--- src/rtl/iram_pkg.sv ---
// Shared constants and FSM encoding for the iram boot loader and the iram itself.
package iram_pkg;

  localparam int unsigned IRAM_DEPTH = 8192;
  localparam logic [7:0]  FRAME_START = 8'hA5;

  typedef enum logic [2:0] {
    S_IDLE    = 3'd0,
    S_LEN0    = 3'd1,
    S_LEN1    = 3'd2,
    S_DATA    = 3'd3,
    S_CSUM    = 3'd4,
    S_RELEASE = 3'd5
  } state_t;

endpackage

--- src/rtl/iram_loader.sv ---
// Boot-time iram loader: parses a framed byte stream, writes little-endian words
// to sequential iram word addresses and holds the core until a verified image lands.
module iram_loader
  import iram_pkg::*;
#(
  parameter int unsigned DEPTH          = IRAM_DEPTH,
  parameter int unsigned TIMEOUT        = 1_000_000,
  parameter int unsigned RELEASE_CYCLES = 16
) (
  input  logic        clk,
  input  logic        rst,
  input  logic [7:0]  rx_data,
  input  logic        rx_valid,
  output logic        rx_ready,
  output logic        iram_we,
  output logic [31:0] iram_waddr,
  output logic [31:0] iram_wdata,
  output logic        core_hold,
  output logic        load_done,
  output logic        load_err
);

  localparam int unsigned TMO_W = $clog2(TIMEOUT + 1);
  localparam int unsigned REL_W = $clog2(RELEASE_CYCLES + 1);

  state_t             r_state,    w_state_nxt;
  logic               r_rx_ready, w_rx_ready_nxt;
  logic               r_we,       w_we_nxt;
  logic [31:0]        r_waddr,    w_waddr_nxt;
  logic [31:0]        r_wdata,    w_wdata_nxt;
  logic               r_hold,     w_hold_nxt;
  logic               r_done,     w_done_nxt;
  logic               r_err,      w_err_nxt;
  logic [15:0]        r_count,    w_count_nxt;
  logic [1:0]         r_lane,     w_lane_nxt;
  logic [23:0]        r_buf,      w_buf_nxt;
  logic [7:0]         r_csum,     w_csum_nxt;
  logic [TMO_W-1:0]   r_tmo,      w_tmo_nxt;
  logic [REL_W-1:0]   r_rel,      w_rel_nxt;

  logic               w_xfer;
  logic               w_active;
  logic [15:0]        w_len;

  assign w_xfer   = rx_valid && r_rx_ready;
  assign w_active = (r_state == S_LEN0) || (r_state == S_LEN1) ||
                    (r_state == S_DATA) || (r_state == S_CSUM);
  assign w_len    = {rx_data, r_count[7:0]};

  // Next-state and next-register logic for the frame parser and write port.
  always_comb begin
    w_state_nxt = r_state;
    w_we_nxt    = 1'b0;
    w_waddr_nxt = r_waddr;
    w_wdata_nxt = r_wdata;
    w_hold_nxt  = r_hold;
    w_done_nxt  = 1'b0;
    w_err_nxt   = r_err;
    w_count_nxt = r_count;
    w_lane_nxt  = r_lane;
    w_buf_nxt   = r_buf;
    w_csum_nxt  = r_csum;
    w_tmo_nxt   = r_tmo;
    w_rel_nxt   = r_rel;

    // Address advances once the write cycle has been presented.
    if (r_we) w_waddr_nxt = r_waddr + 32'd1;

    if (w_active) begin
      if (w_xfer)                       w_tmo_nxt = '0;
      else if (r_tmo != TMO_W'(TIMEOUT)) w_tmo_nxt = r_tmo + TMO_W'(1);
    end

    unique case (r_state)
      S_IDLE: begin
        if (w_xfer && (rx_data == FRAME_START)) begin
          w_state_nxt = S_LEN0;
          w_err_nxt   = 1'b0;
          w_hold_nxt  = 1'b1;
          w_waddr_nxt = '0;
          w_lane_nxt  = '0;
          w_csum_nxt  = '0;
          w_tmo_nxt   = '0;
        end
      end
      S_LEN0: begin
        if (w_xfer) begin
          w_count_nxt = {8'd0, rx_data};
          w_state_nxt = S_LEN1;
        end
      end
      S_LEN1: begin
        if (w_xfer) begin
          if ((w_len == 16'd0) || ({16'd0, w_len} > 32'(DEPTH))) begin
            w_err_nxt   = 1'b1;
            w_state_nxt = S_IDLE;
          end else begin
            w_count_nxt = w_len;
            w_state_nxt = S_DATA;
          end
        end
      end
      S_DATA: begin
        if (w_xfer) begin
          w_csum_nxt = r_csum + rx_data;
          w_lane_nxt = r_lane + 2'd1;
          unique case (r_lane)
            2'd0: w_buf_nxt[7:0]   = rx_data;
            2'd1: w_buf_nxt[15:8]  = rx_data;
            2'd2: w_buf_nxt[23:16] = rx_data;
            2'd3: begin
              w_we_nxt    = 1'b1;
              w_wdata_nxt = {rx_data, r_buf};
              if ((r_waddr + 32'd1) == {16'd0, r_count}) w_state_nxt = S_CSUM;
            end
          endcase
        end
      end
      S_CSUM: begin
        if (w_xfer) begin
          if (rx_data == r_csum) begin
            w_state_nxt = S_RELEASE;
            w_rel_nxt   = '0;
          end else begin
            w_err_nxt   = 1'b1;
            w_state_nxt = S_IDLE;
          end
        end
      end
      S_RELEASE: begin
        if (r_rel == REL_W'(RELEASE_CYCLES - 1)) begin
          w_state_nxt = S_IDLE;
          w_hold_nxt  = 1'b0;
          w_done_nxt  = 1'b1;
        end else begin
          w_rel_nxt = r_rel + REL_W'(1);
        end
      end
      default: w_state_nxt = S_IDLE;
    endcase

    // Inter-byte gap expired: abort but keep the core held.
    if (w_active && !w_xfer && (r_tmo == TMO_W'(TIMEOUT))) begin
      w_state_nxt = S_IDLE;
      w_err_nxt   = 1'b1;
    end

    w_rx_ready_nxt = (w_state_nxt != S_RELEASE);
  end

  // State and datapath registers with synchronous reset.
  always_ff @(posedge clk) begin
    if (rst) begin
      r_state    <= S_IDLE;
      r_rx_ready <= 1'b1;
      r_we       <= 1'b0;
      r_waddr    <= '0;
      r_wdata    <= '0;
      r_hold     <= 1'b0;
      r_done     <= 1'b0;
      r_err      <= 1'b0;
      r_count    <= '0;
      r_lane     <= '0;
      r_buf      <= '0;
      r_csum     <= '0;
      r_tmo      <= '0;
      r_rel      <= '0;
    end else begin
      r_state    <= w_state_nxt;
      r_rx_ready <= w_rx_ready_nxt;
      r_we       <= w_we_nxt;
      r_waddr    <= w_waddr_nxt;
      r_wdata    <= w_wdata_nxt;
      r_hold     <= w_hold_nxt;
      r_done     <= w_done_nxt;
      r_err      <= w_err_nxt;
      r_count    <= w_count_nxt;
      r_lane     <= w_lane_nxt;
      r_buf      <= w_buf_nxt;
      r_csum     <= w_csum_nxt;
      r_tmo      <= w_tmo_nxt;
      r_rel      <= w_rel_nxt;
    end
  end

  assign rx_ready   = r_rx_ready;
  assign iram_we    = r_we;
  assign iram_waddr = r_waddr;
  assign iram_wdata = r_wdata;
  assign core_hold  = r_hold;
  assign load_done  = r_done;
  assign load_err   = r_err;

endmodule
--- config.mk ---
export PLATFORM = sky130hd
export DESIGN_NAME = iram_loader
export DESIGN_NICKNAME = d
export VERILOG_FILES = /design/src/rtl/iram_pkg.sv /design/src/rtl/iram_loader.sv
export SDC_FILE = /design/constraint.sdc
export NUM_CORES = 1
export LEC_CHECK = 0
export ABC_CLOCK_PERIOD_IN_PS = 7900
export CAP_MARGIN = 20
export CORE_ASPECT_RATIO = 0.6
export CORE_MARGIN = 10
export CORE_UTILIZATION = 50
export DETAILED_ROUTE_END_ITERATION = 10
export PLACE_DENSITY = 0.8
export SLEW_MARGIN = 25
export SYNTH_ARGS = -nofsm -noshare
export SYNTH_HDL_FRONTEND = slang
export SYNTH_SLANG_ARGS = --single-unit
export TNS_END_PERCENT = 5
--- constraint.sdc ---
create_clock -name clk -period 7.9 [get_ports clk]
set_clock_uncertainty 0.15 [all_clocks]
set_input_delay 2.37 -clock clk [delete_from_list [all_inputs] [get_ports clk]]
set_output_delay 2.37 -clock clk [all_outputs]
set_load 0.02 [all_outputs]
==> Yosys cells after proc, flatten, opt, wreduce, memory -nomap -nowiden <==
Cells that the tools add are included.
{ "totals": {"latchBits": 0, "register_bits": 147, "romBits": 0, "inputBits": 11, "mem_count": 0, "mem_bits_rw": 0} }
{ "op_classes": {"eq_ne": 29, "addsub": 5, "n_div": 0, "n_reduce_logical": 29, "muxes": 46, "magnitude_cmp": 1, "mul": 0, "shifts": 0, "bitwise": 4} }
{ "op_table": {"columns": ["operator", "n"], "rows": [
  ["two-way mux 20 bit", 5],
  ["two-way mux 32 bit", 3],
  ["two-way mux 16 bit", 3],
  ["adder 32 x 1 -> 32 bit (second input constant)", 1],
  ["== test 32 x 16 -> 1 bit", 1],
  ["one-hot mux 16 bit (2 select lines)", 1],
  ["two-way mux 3 bit", 10],
  ["AND reduction 3 bit", 7],
  ["adder 20 x 1 -> 20 bit (second input constant)", 1],
  ["== test 20 bit (second input constant)", 1],
  ["inequality test 20 bit (second input constant)", 1],
  ["one-hot mux 3 bit (6 select lines)", 1],
  ["> comparator 16 x 14 -> 1 bit (second input constant)", 1],
  ["zero test 16 bit", 1],
  ["two-way mux 8 bit", 2],
  ["inequality test 2 bit (second input constant)", 8],
  ["one-hot mux 8 bit (2 select lines)", 1],
  ["two-way mux 5 bit", 3],
  ["two-way mux 1 bit", 10],
  ["one-hot mux 5 bit (2 select lines)", 1],
  ["inequality test 3 x 2 -> 1 bit (second input constant)", 3],
  ["adder 8 bit", 1],
  ["== test 8 bit", 1],
  ["== test 8 bit (second input constant)", 1],
  ["27 further kinds", 46]
]} }

==> Depth between registers and ports, before layout <==
Gate-level depths: netlist of run 1.
{ "depth": {"depth_word": 8, "ltp_mapped": 11} }

==> Worst setup path before layout of run 1 <==
No wires, ideal clock.
{ "synth_path": {"path_kind": "input port to flip-flop", "start": "input rx_data[5]", "end": "register r_tmo[5]", "slack_ns": 3.545, "t_arrival_ns": 4.091, "path_buffers": 3, "path_stages": 9, "path_cell_list": "clkbuf_1 > and4b_1 > nand3_1 > or4_1 > nand2b_1 > buf_2 > a21o_1 > buf_4 > nor2_1"} }
{ "synth_via": {"elab_chain_len": 4} }
{ "synth_rtl": {"columns": ["element", "line_no", "rtl"], "rows": [
  ["from (decl)", "iram_loader.sv:12", "input logic [7:0] rx_data,"],
  ["== test 8 bit", "iram_loader.sv:76", "if (w_xfer && (rx_data == FRAME_START)) begin"],
  ["logical AND 1 bit", "iram_loader.sv:76", null],
  ["two-way mux 20 bit", "iram_loader.sv:76", null],
  ["two-way mux 20 bit", "iram_loader.sv:74", "unique case (r_state)"],
  ["to (signal assigned)", "iram_loader.sv:181", "r_tmo <= w_tmo_nxt;"],
  ["to (decl)", "iram_loader.sv:38", "logic [TMO_W-1:0] r_tmo, w_tmo_nxt;"]
]} }
Every way passes these cells.
A chain may end at the register's enable or synchronous reset.

==> Worst setup path in the final report of run 1 <==
{ "layout_path": {"start": "input rx_data[1]", "end": "register r_tmo[19]"} }
The elaborated chain is that of the path after synthesis.

==> results of run 1 <==
## power by group through the flow
stage	Clock, mW	Combinational, mW	Sequential, mW
finish	0.842	0.0347	0.741
global route	0.879	0.0373	0.741
CTS	0.851	0.0341	0.741
detailed placement	0	0.0336	0.758
global placement	0	0.0332	0.758
floorplan	0	0.0207	0.758
## placed cells by master (no fill, tap or decap), types with 9 or more instances in the layout
master / count
dfxtp_1: 147
clkdlybuf4s50_1: 78
and2_1: 10
inv_1: 13
nand4_1: 25
ha_1: 16
nor2_1: 67
o21ai_0: 17
clkbuf_16: 17
a21oi_1: 104
nand2_1: 153
and3_1: 17
nor4_1: 9
xor2_1: 41
or3_1: 9
nand3_1: 88
xnor2_1: 24
nor3_1: 13
## through the flow
stage	hold slack [ps]	setup WS [ps]	power, mW	instance area (µm²)
after floorplan	282	3540	0.778	7270
after global placement	292	2280	0.791	8050
after detailed placement	296	2220	0.791	8060
after CTS	303	2630	1.63	8670
after global routing	317	2420	1.66	8680
final	301	2580	1.62	8680
## layout make-up
| class | instances | share of cell area |
|---|---|---|
| Clock inverter | 14 | 0.0200 |
| Multi-Input combinational cell | 694 | 0.462 |
| Timing Repair Buffer | 83 | 0.0940 |
| Clock buffer | 18 | 0.0506 |
| Inverter | 13 | 0.00562 |
| Tap cell | 198 | 0.0285 |
| Sequential cell | 147 | 0.339 |
## synth_stat cells (3+ instances only)
cell type    n  area, µm²
dfxtp_1    147       2940
nand4b_1     3       26.3
xor2_1      41        359
nand4_1     25        156
buf_1        3       11.3
a21o_1       4       30.0
nor3_1      13       65.1
inv_1       13       48.8
nor2b_1      5       31.3
nor4_1       9       56.3
o31a_1       3       26.3
xnor2_1     24        210
nand3_1     88        440
ha_1        16        200
a211oi_1     4       30.0
clkbuf_1    41        154
buf_4        7       52.6
and3_1      17        106
a311oi_1     4       35.0
and4_1       7       61.3
o2111ai_1    3       26.3
o21ai_0     17       85.1
or3_1        9       56.3
nor2_1      68        255
a22oi_1      3       22.5
a31oi_1      6       37.5
and2_1      11       68.8
nand2_1    154        578
a21oi_1    104        521
buf_2       10       50.1
or4_1        5       37.5
nand2b_1     4       25.0
## kinds of logic (layout without fill, tap and decap cells)
family | count (synthesis) | count (layout) | share of synthesized area
and+or+nand+nor | 440 | 440 | 0.299
DFF | 147 | 147 | 0.405
buffers and inverters | 75 | 128 | 0.0451
muxes | 1 | 1 | 0.00138
AOI/OAI and AO/OA | 171 | 171 | 0.141
xor gates and xnor gates | 65 | 65 | 0.0783
adders and majority gates | 17 | 17 | 0.0303
## sequential cells by signal, summed over array words and instances, names as in the netlist, 2 cells and up
signal	flops
r_tmo	20
iram_waddr	32
r_state	3
iram_wdata	32
r_csum	8
r_rel	5
r_count	16
r_buf	24
r_lane	2
## metal layers
layer,up-vias,global-route usage
met5,-,0
met4,0,0.0439
met3,19,0.0528
met2,291,0.266
met1,3246,0.277
li1,3308,-
## worst max-delay path, delay by kind of cell
family          cells  cell delay [ps]
buf+inv             2             1000
compound gates      2              570
simple gates        4             1470
## worst paths after layout
check | startpoint | to | slack [ps] | cells past startpoint
max | rx_data[1] | r_tmo[19] | 2580 | 8
min | r_buf[12] | iram_wdata[12] | 300 | 2
max reg2reg | iram_waddr[0] | rx_ready | 4390 | 9
min reg2reg | r_buf[12] | iram_wdata[12] | 300 | 2
==> metrics.cfg, run 1 <==
[clock_network]
cts_root_buf = clkbuf_16
numCtsBuffers = 17
worstSkewPairLatency_ps = 420
ctsResizeCount = 0
hold_buffers = 0
path_clk_slew_ps = 60
cts_tree = yes
htreeDepth = 4
cts_sinks = 147
cts_buffer_depth = 2
cts_setup_buffers = 0

[route]
route.vias.total = 6864
highest_layer = met4
m1WireLength_um = 9180
viasPerCell = 5.88
dr.pass1.iters = 5
drt_iter0_drc = 613
avgRoutedWirePerCell_um = 16.4
antenna_violating_nets_post_route = 0
route.met3.wl_um = 1710
wl_met2_um = 8020
drc_errors = 0
wirelength_um = 19100

[die]
core_area_um2 = 14400
dieArea_um2 = 19900
die_h_um = 113
initial_core_util = 0.505
io_pins = 80
die_x_um = 176
num_rows = 34

[synth]
synth_edf_count = 0
synth_warnings = 0
netlist-cell-type-count = 70
syn_inst = 916
synth_seq_cells = 147
ys_seq_area_frac = 0.405
synth_async_sr_flop_share = 0
syn-num-nets = 944
syn_area_per_cell_um2 = 7.93
netlist_area_um2 = 7270
synthFlopType = dfxtp_1

[setup_path]
crit_chain = clkdlybuf4s50_1, nor3_1, nand3_1, or4_1, nand2b_1, buf_4, a21o_1, a311oi_1
worstPathMaxFanout = 37
crit_path_top_delay_cell = or4_1
cp-end-kind = flip-flop
max_stage_delay_ps = 780
worst-setup-path-type = primary input to flip-flop
cp.arrival_ps = 5440
worstPathRequired_ps = 8020
setup.worst_path.start_class = primary input

[power]
seq_power_share = 0.458
p_leak_nw = 2.92
p_switching_mw = 0.358
p_comb_frac = 0.021
p_per_area_nw_per_um2 = 186
switching_share = 0.221
power.internal_mw = 1.26
vdd_drop_max_mv = 0.149
clkPwrFrac = 0.520

[timing]
tightest_slew_ps = 959
rsz0062_at_grt = false
period_share = 0.674
finalSetupViolCount = 0
finalHoldViolCount = 0
max_freq_mhz = 188
drv_slew = 0
maxSlewHeadroom = 0.360
min_period_ps = 5320
setup_tns_ps = 0

[global_routing]
grt_pass1_vias = 6129
antenna_found_initial = 0
grt_max_degree = 94
grt_remaining_overflow = 0
grt_pass1_wl_um = 31700
track_usage = 0.189

[finish]
nets = 984
diodes = 0
final_util = 0.604
drive_gt1_frac = 0.0557
multi_input_area_um2 = 4010
fillers = 1266
final_cells = 1167
seqCellArea_um2 = 2940
syn2layout_area_growth_pct = 19.4

[placed_design]
io_buffers = 79
gp_congestion = 0.899
placed_cells = 1135
dp.final_hpwl_um = 13200

[status]
status = completed

[job]
cap_violations = 0

[hold_path]
min_path_type = flip-flop to flip-flop

No activity file was read; power rests on OpenSTA's default activity.
==> inputs of run 2 (changes only) <==
- ABC_CLOCK_PERIOD_IN_PS: 7900 -> 4600
- PLACE_DENSITY: 0.8 -> 0.83
- clock period: 7.9 -> 4.6 ns (I/O delays scaled with it)
==> run 2 against run 1 <==
  * Sequential power rose by 71%
  * Critical path type unchanged
  * Die area stayed put
  * First-iteration DRC count increased by 42%
  * Largest power group unchanged
  * Register-to-register slack lost 3200 ps
==> metrics.cfg, run 2 (synthesis gave the netlist of run 1 again) <==
[die]
initial_core_util = 0.505  ; unchanged
die_x_um = 176  ; unchanged
core_area_um2 = 14400  ; unchanged
dieArea_um2 = 19900  ; unchanged
io_pins = 80  ; unchanged
num_rows = 34  ; unchanged
die_h_um = 113  ; unchanged

[finish]
drive_gt1_frac = 0.0633  ; +0.00760
final_util = 0.608  ; +0.00461
diodes = 0  ; unchanged
mostFrequentLayoutCell = nand2_1
final_cells = 1177  ; +0.86%
mostFrequentLayoutCells = nand2_1, dfxtp_1, a21oi_1, nand3_1, clkdlybuf4s50_1
nets = 994  ; +1.0%
syn2layout_area_growth_pct = 20.4
design_area_um2 = 8750  ; +0.76%

[clock_network]
hold_buffers = 0  ; unchanged
cts_buffer_depth = 2  ; unchanged
cts_tree = yes
path_clk_slew_ps = 60  ; about the same
cts_setup_buffers = 0  ; unchanged
numCtsBuffers = 17  ; unchanged
cts_root_buf = clkbuf_16
htreeDepth = 4  ; unchanged
ctsResizeCount = 0  ; unchanged
cts_sinks = 147  ; unchanged
worstSkewPairLatency_ps = 420  ; about the same

[route]
wirelength_um = 19700  ; +3.1%
antenna_violating_nets_post_route = 0  ; unchanged
dr.pass1.iters = 5  ; unchanged
route.vias.total = 6930  ; +0.96%
drt_iter0_drc = 868  ; +42%
avgRoutedWirePerCell_um = 16.7  ; +2.2%
viasPerCell = 5.89  ; +0.10%
drc_errors = 0  ; unchanged

[timing]
drv_slew = 0  ; unchanged
max_freq_mhz = 257
hold_ws_ps = 303  ; +2.60 ps
worst_slack_ps = 713  ; -1870 ps
tightest_slew_ps = 738  ; -221 ps
min_period_ps = 3890
finalSetupViolCount = 0  ; unchanged
maxSlewHeadroom = 0.507  ; +0.147
setup_tns_ps = 0  ; unchanged
rsz0062_at_grt = false
period_share = 0.845
finalHoldViolCount = 0  ; unchanged

[placed_design]
io_buffers = 79  ; unchanged
gp_congestion = 0.932  ; +3.7%
place_ws_ps = 414  ; -1810 ps
placed_cell_area_um2 = 8130  ; +0.89%
placed_cells = 1145  ; +0.88%
dp.final_hpwl_um = 13600  ; +2.6%

[power]
vdd_drop_max_mv = 0.181  ; +21%
p_leak_nw = 2.95  ; +1.0%
switching_share = 0.223  ; +0.00129
p_per_area_nw_per_um2 = 318  ; +71%
p_comb_frac = 0.023  ; +0.002
clkPwrFrac = 0.520  ; about the same
power.internal_mw = 2.16  ; +72%
p_switching_mw = 0.620  ; +73%
power.total_mw = 2.78  ; +72%
seq_power_share = 0.457  ; about the same

[setup_path]
cp.arrival_ps = 4080  ; -1360 ps
r2r_setup_slack_ps = 1150  ; -3240 ps
worstPathMaxFanout = 9  ; -76%
worst-setup-path-type = primary input to flip-flop
worstPathRequired_ps = 4800  ; -3220 ps
setup.worst_path.start_class = primary input
cp-end-kind = flip-flop

[global_routing]
antenna_found_initial = 0  ; unchanged
grt_pass1_vias = 6419  ; +4.7%
grt_max_degree = 54  ; -43%
grt_remaining_overflow = 0  ; unchanged
grt_pass1_wl_um = 33100  ; +4.3%
track_usage = 0.197  ; +0.00795

[job]
cap_violations = 0  ; unchanged

[status]
status = completed

[hold_path]
min_path_type = flip-flop to flip-flop

run 2: cell types whose count changed in the layout (fill, tap and decap cells not counted), sizes merged:
cell,before,now
inv,18,15
buf,5,15
clkinv,2,5
run 2: cell type report:
| class | instances | area [µm²] |
|---|---|---|
| tap | 198 | 248 |
| inverter | 13 | 48.8 |
| clock inverter | 14 | 178 |
| timing repair buffer | 93 | 891 |
| sequential | 147 | 2940 |
| multi-input combinational | 694 | 4000 |
| fill | 1264 | 5630 |
| clock buffer | 18 | 439 |
run 2: path summary, 6_finish.rpt:
| check | from | to | cells after the start |
|---|---|---|---|
| hold reg to reg | r_buf[9] | iram_wdata[9] | 2 |
| setup reg to reg | iram_waddr[0] | rx_ready | 10 |
| setup / recovery | rx_data[0] | r_count[11] | 9 |
| hold / removal | r_buf[9] | iram_wdata[9] | 2 |
run 2: layer usage:
layer  share of wire  GRT usage  vias up
met2            0.43      0.289      339
met4           0.011     0.0636        0
met3           0.094     0.0502       26
met5               0          0        -
li1                -          -     3316
met1            0.46      0.276     3249
run 2: power groups by stage:
stage                     registers, mW  clock network [mW]  logic (mW)
after CTS                          1.27                1.46      0.0626
after floorplan                    1.30                   0      0.0356
after global placement             1.30                   0      0.0613
after detailed placement           1.30                   0      0.0622
after global routing               1.27                1.52      0.0678
final                              1.27                1.45      0.0639
run 2: worst max-delay path, stage by stage:
cell	delay [ps]
clkdlybuf4s50_1	640
nor4_1	410
nand4_1	150
xnor2_1	160
nor4_1	510
and2_1	270
or2_1	280
nand3_1	120
a21oi_1	150
==> inputs of run 3 (changes only) <==
- ABC_CLOCK_PERIOD_IN_PS: 4600 -> 3550
- clock period: 4.6 -> 3.55 ns (I/O delays scaled with it)
==> run 3 against run 2 <==
  * Combinational power rose by 52%
  * Global-route usage increased by 0.45 points
  * Count of clock-buffer cells in the layout rose by 1
  * Worst hold slack barely moved
  * Critical path depth stayed put
  * Via count is 2.8% higher
  * Register-to-register slack worse by 890 ps
  * Wire length increased by 3.6%
  * Critical endpoint is now rx_ready
==> metrics.cfg, run 3 (synthesis gave the netlist of run 1 again) <==
[route]
wirelength_um = 20400  ; +3.6%
avgRoutedWirePerCell_um = 17.0  ; +1.7%
dr.pass1.iters = 6  ; +1
drc_errors = 0  ; unchanged
drt_iter0_drc = 884  ; +1.8%
antenna_violating_nets_post_route = 0  ; unchanged
viasPerCell = 5.94  ; +0.87%
route.vias.total = 7121  ; +2.8%

[timing]
tightest_slew_ps = 754  ; +16.5 ps
finalSetupViolCount = 0  ; unchanged
drv_slew = 0  ; unchanged
worst_slack_ps = 146  ; -567 ps
finalHoldViolCount = 0  ; unchanged
max_freq_mhz = 294
min_period_ps = 3400
rsz0062_at_grt = false
maxSlewHeadroom = 0.496  ; -0.0110
period_share = 0.959

[clock_network]
worstSkewPairLatency_ps = 430  ; about the same
cts_setup_buffers = 0  ; unchanged
path_clk_slew_ps = 60  ; about the same
cts_tree = yes
numCtsBuffers = 17  ; unchanged
cts_buffer_depth = 2  ; unchanged
cts_root_buf = clkbuf_16
cts_sinks = 147  ; unchanged
hold_buffers = 0  ; unchanged
htreeDepth = 4  ; unchanged
ctsResizeCount = 0  ; unchanged

[finish]
syn2layout_area_growth_pct = 23.2
mostFrequentLayoutCells = nand2_1, dfxtp_1, a21oi_1, nand3_1, clkdlybuf4s50_1
nets = 1016  ; +2.2%
mostFrequentLayoutCell = nand2_1
final_util = 0.623  ; +0.0146
drive_gt1_frac = 0.0839  ; +0.0206
diodes = 0  ; unchanged

[global_routing]
grt_pass1_vias = 6534  ; +1.8%
met1_usage = 0.278  ; +0.00147
grt_remaining_overflow = 0  ; unchanged
track_usage = 0.201  ; +0.00451
met2_usage = 0.297  ; +0.00786
grt_max_degree = 43  ; -20%
busiest_layer = met2
antenna_found_initial = 0  ; unchanged
use_met3 = 0.0604  ; +0.0102
grt_pass1_wl_um = 33500  ; +1.4%

[hold_path]
min_from = r_buf[13]
hold_path_end = iram_wdata[13]
min_delay_path_depth = 2  ; unchanged
min_path_type = flip-flop to flip-flop

[die]
die_x_um = 176  ; unchanged
initial_core_util = 0.505  ; unchanged
num_rows = 34  ; unchanged
dieArea_um2 = 19900  ; unchanged
core_area_um2 = 14400  ; unchanged
die_h_um = 113  ; unchanged
io_pins = 80  ; unchanged

[setup_path]
worst-r2r-cell-count = 10  ; unchanged
worstPathMaxFanout = 2  ; -7
worst-setup-path-type = primary input to flip-flop
worstPathRequired_ps = 3710  ; -1090 ps
cp.arrival_ps = 3560  ; -520 ps
cp-end-kind = flip-flop
r2r-end = rx_ready
r2r_setup_slack_ps = 260  ; -890 ps
r2r_start = iram_waddr[0]
setup.worst_path.start_class = primary input

[power]
p_leak_nw = 3.09  ; +4.7%
power.total_mw = 3.65  ; +31%
vdd_drop_max_mv = 0.332  ; +84%
p_per_area_nw_per_um2 = 407  ; +28%

[status]
status = completed

[placed_design]
place_ws_ps = -180  ; -594 ps
io_buffers = 79  ; unchanged
dp.final_hpwl_um = 14200  ; +4.7%
gp_congestion = 0.950  ; +1.9%

[job]
cap_violations = 0  ; unchanged

## run 3: changes by cell type in the layout (fill, tap and decap cells not counted), sizes merged
cell,previous run,this run
clkinv,5,4
clkinvlp,4,1
clkbuf,18,19
buf,15,37
inv,15,18
## run 3: cell type report
cell class,count,area [µm²]
clock buffers,19,453
clock inverters,13,171
fillers,1220,5420
inverters,13,48.8
multi-input cells,694,4000
flip-flops and latches,147,2940
well taps,198,248
repair buffers,115,1090
## run 3: power by group
group          switching, mW  internal [mW]
clock                  0.743           1.16
sequential          0.000177           1.65
combinational         0.0623         0.0351
## run 3: stage by stage
| step | std cells | hold WS [ps] | area (µm²) | setup TNS (ps) |
|---|---|---|---|---|
| finish | 1199 | 303 | 8960 | 0 |
| global route | 1199 | 324 | 8960 | 0 |
| CTS | 1199 | 304 | 8960 | 0 |
| detailed placement | 1167 | 294 | 8330 | -372 |
| global placement | 1167 | 291 | 8330 | -51.6 |
| floorplan | 916 | 282 | 7270 | 0 |
## run 3: layer usage
| layer | part of all wire | vias to the layer above |
|---|---|---|
| met4 | 0.016 | 0 |
| met2 | 0.44 | 347 |
| li1 | - | 3376 |
| met1 | 0.46 | 3349 |
| met5 | 0 | - |
| met3 | 0.092 | 49 |
## run 3: critical path, stage by stage
cell	delay (ps)
clkdlybuf4s50_1	550
and2_1	210
nand4_1	130
a2111oi_2	370
o2111ai_1	200
a2111oi_1	380
nand4_1	260
o21a_1	260
nand2b_1	140
## run 3: worst max path at each step
stage,slack [ps],end,startpoint
2_1_floorplan,500,r_tmo[5],rx_data[5]
3_3_place_gp,-50,rx_ready,rx_valid
3_5_place_dp,-180,rx_ready,rx_valid
4_1_cts,200,rx_ready,rx_valid
5_1_grt,2,rx_ready,rx_valid
6_report,150,rx_ready,rx_valid
